$ cat config.mk
export PLATFORM = sky130hd
export DESIGN_NAME = serial_add_8bit
export DESIGN_NICKNAME = d
export VERILOG_FILES = /design/src/rtl/serial_add_8bit.sv
export SDC_FILE = /design/constraint.sdc
export NUM_CORES = 1
export LEC_CHECK = 0
export CAP_MARGIN = 25
export CORE_MARGIN = 2
export CORE_UTILIZATION = 27
export DETAILED_ROUTE_END_ITERATION = 10
export DONT_BUFFER_PORTS = 1
export RECOVER_POWER = 50
export SLEW_MARGIN = 25
export SYNTH_ARGS = -nofsm -noshare
export SYNTH_HDL_FRONTEND = slang
export SYNTH_SLANG_ARGS = --single-unit
$ cat constraint.sdc
create_clock -name clk -period 2.1 [get_ports clk]
set_input_delay 0.42 -clock clk [delete_from_list [all_inputs] [get_ports clk]]
set_output_delay 0.42 -clock clk [all_outputs]
set_load 0.02 [all_outputs]
$ cat src/rtl/serial_add_8bit.sv
// serial_add_8bit: bit-serial 8-bit adder computing a + b + c_in, LSB first,
// one bit per clock through a single full-adder cell, a carry flip-flop and
// a 3-bit bit counter. A start/done handshake wraps each operation, and the
// last result is held on s/c_out until the next completed add.
module serial_add_8bit (
    input  logic       clk,
    input  logic       rst,
    input  logic       start,
    input  logic [7:0] a,
    input  logic [7:0] b,
    input  logic       c_in,
    output logic [7:0] s,
    output logic       c_out,
    output logic       busy,
    output logic       done
);

    localparam int DATA_W = 8;
    localparam int CNT_W  = 3;

    typedef enum logic [1:0] {
        IDLE  = 2'd0,
        SHIFT = 2'd1,
        DONE  = 2'd2
    } state_t;

    state_t state;
    state_t state_nxt;

    // Operand shift registers; bit 0 always holds the bit being added.
    logic [DATA_W-1:0] sh_a;
    logic [DATA_W-1:0] sh_b;
    // Sum bits enter at the MSB so that after eight shifts bit 0 is the LSB.
    logic [DATA_W-1:0] sum_sh;
    logic              carry;
    logic [CNT_W-1:0]  cnt;

    logic              accept;
    logic              last_bit;
    logic              fa_sum;
    logic              fa_carry;

    // Full-adder sum output.
    function automatic logic fa_s(input logic x, input logic y, input logic z);
        return x ^ y ^ z;
    endfunction

    // Full-adder carry output: majority of the three inputs.
    function automatic logic fa_maj(input logic x, input logic y, input logic z);
        return (x & y) | (x & z) | (y & z);
    endfunction

    // The single full-adder cell working on the current LSBs and the carry.
    always_comb begin
        fa_sum   = fa_s(sh_a[0], sh_b[0], carry);
        fa_carry = fa_maj(sh_a[0], sh_b[0], carry);
    end

    // Handshake qualifiers: start counts only in IDLE, cnt==7 is the last bit.
    always_comb begin
        accept   = (state == IDLE) && start;
        last_bit = (state == SHIFT) && (cnt == CNT_W'(DATA_W - 1));
    end

    // State register; rst wins over every other input.
    always_ff @(posedge clk) begin
        if (rst) begin
            state <= IDLE;
        end else begin
            state <= state_nxt;
        end
    end

    // Next-state logic and status outputs decoded from the current state.
    always_comb begin
        state_nxt = state;
        busy      = 1'b0;
        done      = 1'b0;
        case (state)
            IDLE: begin
                if (start) begin
                    state_nxt = SHIFT;
                end
            end
            SHIFT: begin
                busy = 1'b1;
                if (last_bit) begin
                    state_nxt = DONE;
                end
            end
            DONE: begin
                // start here is deliberately dropped; no request is queued.
                done      = 1'b1;
                state_nxt = IDLE;
            end
            default: begin
                state_nxt = IDLE;
            end
        endcase
    end

    // Serial datapath: load on accept, shift one bit per SHIFT cycle, and
    // publish the full result only on the final bit so s/c_out never show
    // a partial sum.
    always_ff @(posedge clk) begin
        if (rst) begin
            sh_a   <= '0;
            sh_b   <= '0;
            sum_sh <= '0;
            carry  <= 1'b0;
            cnt    <= '0;
            s      <= '0;
            c_out  <= 1'b0;
        end else if (accept) begin
            sh_a  <= a;
            sh_b  <= b;
            carry <= c_in;
            cnt   <= '0;
        end else if (state == SHIFT) begin
            sh_a   <= sh_a >> 1;
            sh_b   <= sh_b >> 1;
            sum_sh <= {fa_sum, sum_sh[DATA_W-1:1]};
            carry  <= fa_carry;
            // Wraps 7 -> 0 on the same edge that enters DONE.
            cnt    <= cnt + CNT_W'(1);
            if (last_bit) begin
                s     <= {fa_sum, sum_sh[DATA_W-1:1]};
                c_out <= fa_carry;
            end
        end
    end

endmodule
==> results.toml <==
[grt]
grt_pass1_wl_mm = 5.87
grt_pass1_vias = 1235
grt_max_degree = 39
gr-usage-all-layers_pct = 12.0
gr-total-overflow = 0
antenna_found_initial = 0

[clock_tree]
clk_latency_ns = 0.29
hold_buffers = 0
post_cts_resized = 0
numCtsBuffers = 5
postCtsSetupBuffers = 0
clk_pin_slew_worst_paths_ns = 0.08
cts_tree = "yes"
max-clock-path-buffers = 2
root_buffer = "clkbuf_8"
clkSinkCount = 38
htreeDepth = 2

[drt]
met3_length_um = 345
met1_length_mm = 1.60
postRouteWirelength_mm = 3.42
drtAntennaViolNets = 0
dr_wl_met2_mm = 1.46
viasPerCell = 4.82
drc_errors = 0
routedWlPerCell_um = 13.5
vias = 1220
dr.pass1.iters = 4
top_layer = "met4"
drtIter0Drc = 48

[floorplanning]
num_rows = 27
fp.dieH_um = 80.4
start_util_pct = 28.3
fp.dieArea_sq_um = 6470
ios = 31
die_w_um = 80.4
coreArea_sq_um = 5570

[power_and_ir_drop]
power_uw = 1380
pwr_density_cell_nw_per_um2 = 832
p_leak_uw = 0.000572
vdd_drop_max_uv = 233

[timing]
drv_slew = 0
hold_viol_final = 0
rsz0062_at_grt = "false"
max_slew.worst_pin.slew_ns = 0.685
finalClockSkew_ns = 0.0103
period_share_pct = 80.7
fmax_ghz = 0.590
slew_headroom_pct = 54.3
worst_hold_slack_ns = 0.190
period_needed_ns = 1.69
tns_ns = 0
setup-violations-final = 0

[status]
status = "complete, no violations"

[worst_hold_path]
hold_path_class = "input port to flip-flop"

[yosys]
synthTopCellsByArea = "dfxtp_1 48%, a21oi_1 9.5%, nand2_1 8.8%"
yosysTopAreaCellShare_pct = 48.3
ys_seq_area_share_pct = 48.3
yosysUniqueCellTypes = 26
yosysMostFrequentCell = "dfxtp_1"
avgSynthCellArea_sq_um = 8.43
syn_area_sq_um = 1580
yosys_most_used_dff = "dfxtp_1"
ys_top_cells_by_count = "38 x dfxtp_1, 37 x nand2_1, 30 x a21oi_1, 18 x nor2_1, 15 x a211oi_1"
syn-num-nets = 210
synth_cells = 187
yosys_warnings = 0
ys_ff_latch = 38
async_flop_share_pct = 0
yosysTopAreaCell = "dfxtp_1"
synth-edff-count = 0

[setup_path]
worst-path-buf-inv = 1
worstSetupPathType = "flip-flop to output pin"
path_max_fanout = 18
end_kind = "output pin"
cp.arrival_ns = 1.27
critPathTopFamily = "flip-flops"
slowest_stage = "dfxtp_1"
cp.required_ns = 1.68
critPathLaunchType = "flip-flop"
critPathMaxStageDelay_ns = 0.52
path_cells = "nand2b_1 > inv_2"

[layout]
multiInputGateArea_sq_um = 706
final.fill_count = 605
area_delta_synth_final_pct = 5.24
fin_nets = 204
n_antenna_cell = 0
seq_area_sq_um = 761
final_cell_area_sq_um = 1660
drive_gt1_share_pct = 6.63

[job]
max_cap_viol_count = 0

[placement]
place_congestion = 0.669
port_buffers = 0
dpl.hpwl_mm = 2.24
placed_cell_area_sq_um = 1580
## cells in the final DEF, fill, tap and decap left out, types with 2 or more instances in the layout
cell	count
a211oi_1	15
a21oi_1	30
clkbuf_8	5
clkinv_2	2
dfxtp_1	38
ha_1	2
inv_1	2
mux2i_1	2
nand2_1	37
nand2b_1	2
nand3_1	11
nor2_1	18
nor3_1	3
o22ai_1	2
## layout make-up
cell class,instances,area share (%)
flip-flops and latches,38,45.9
well taps,72,5.43
clock buffers,5,4.15
clock inverters,2,0.603
inverters,3,0.679
multi-input cells,131,42.5
repair buffers,2,0.754
## state kept, by name, summed over array words and instances (netlist names)
register / flops
sum_sh: 7
sh_b: 8
c_out: 1
sh_a: 8
state: 2
s: 8
cnt: 3
carry: 1
## routing by layer
metal / up-vias / GRT usage (%)
met4: 0 / 3.05
met3: 2 / 7.53
met5: - / 0
met1: 563 / 14.6
met2: 29 / 17.7
li1: 626 / -
## metrics by stage
stage | setup slack (ns) | cells | util, %
global placement | 0.515 | 246 | 28.4
CTS | 0.384 | 253 | 29.8
global route | 0.247 | 253 | 29.8
finish | 0.406 | 253 | 29.8
floorplan | 0.786 | 187 | -
detailed placement | 0.461 | 246 | 28.4
## power by group
group | internal, uW | leakage [uW] | switching [uW] | total, uW
clock | 223 | 0.0000438 | 248 | 471
combinational | 51.4 | 0.000218 | 79.8 | 131
sequential | 756 | 0.000310 | 23.2 | 779
## kinds of logic after synthesis
| group | share of synthesized area (%) |
|---|---|
| simple gates | 21.0 |
| compound gates | 19.1 |
| flops | 48.3 |
| buf+inv | 6.98 |
| fa+ha+maj | 2.86 |
| mux | 1.27 |
| xor+xnor | 0.556 |
## path summary, 6_finish.rpt
path	from	to	slack, ns	depth (start not counted)
max	state[0]	busy	0.41	2
min	rst	sh_b[0]	0.19	1
max reg2reg	cnt[0]	s[6]	0.47	5
min reg2reg	sh_a[4]	sh_a[3]	0.45	2
(Power assumes the default switching activity.)
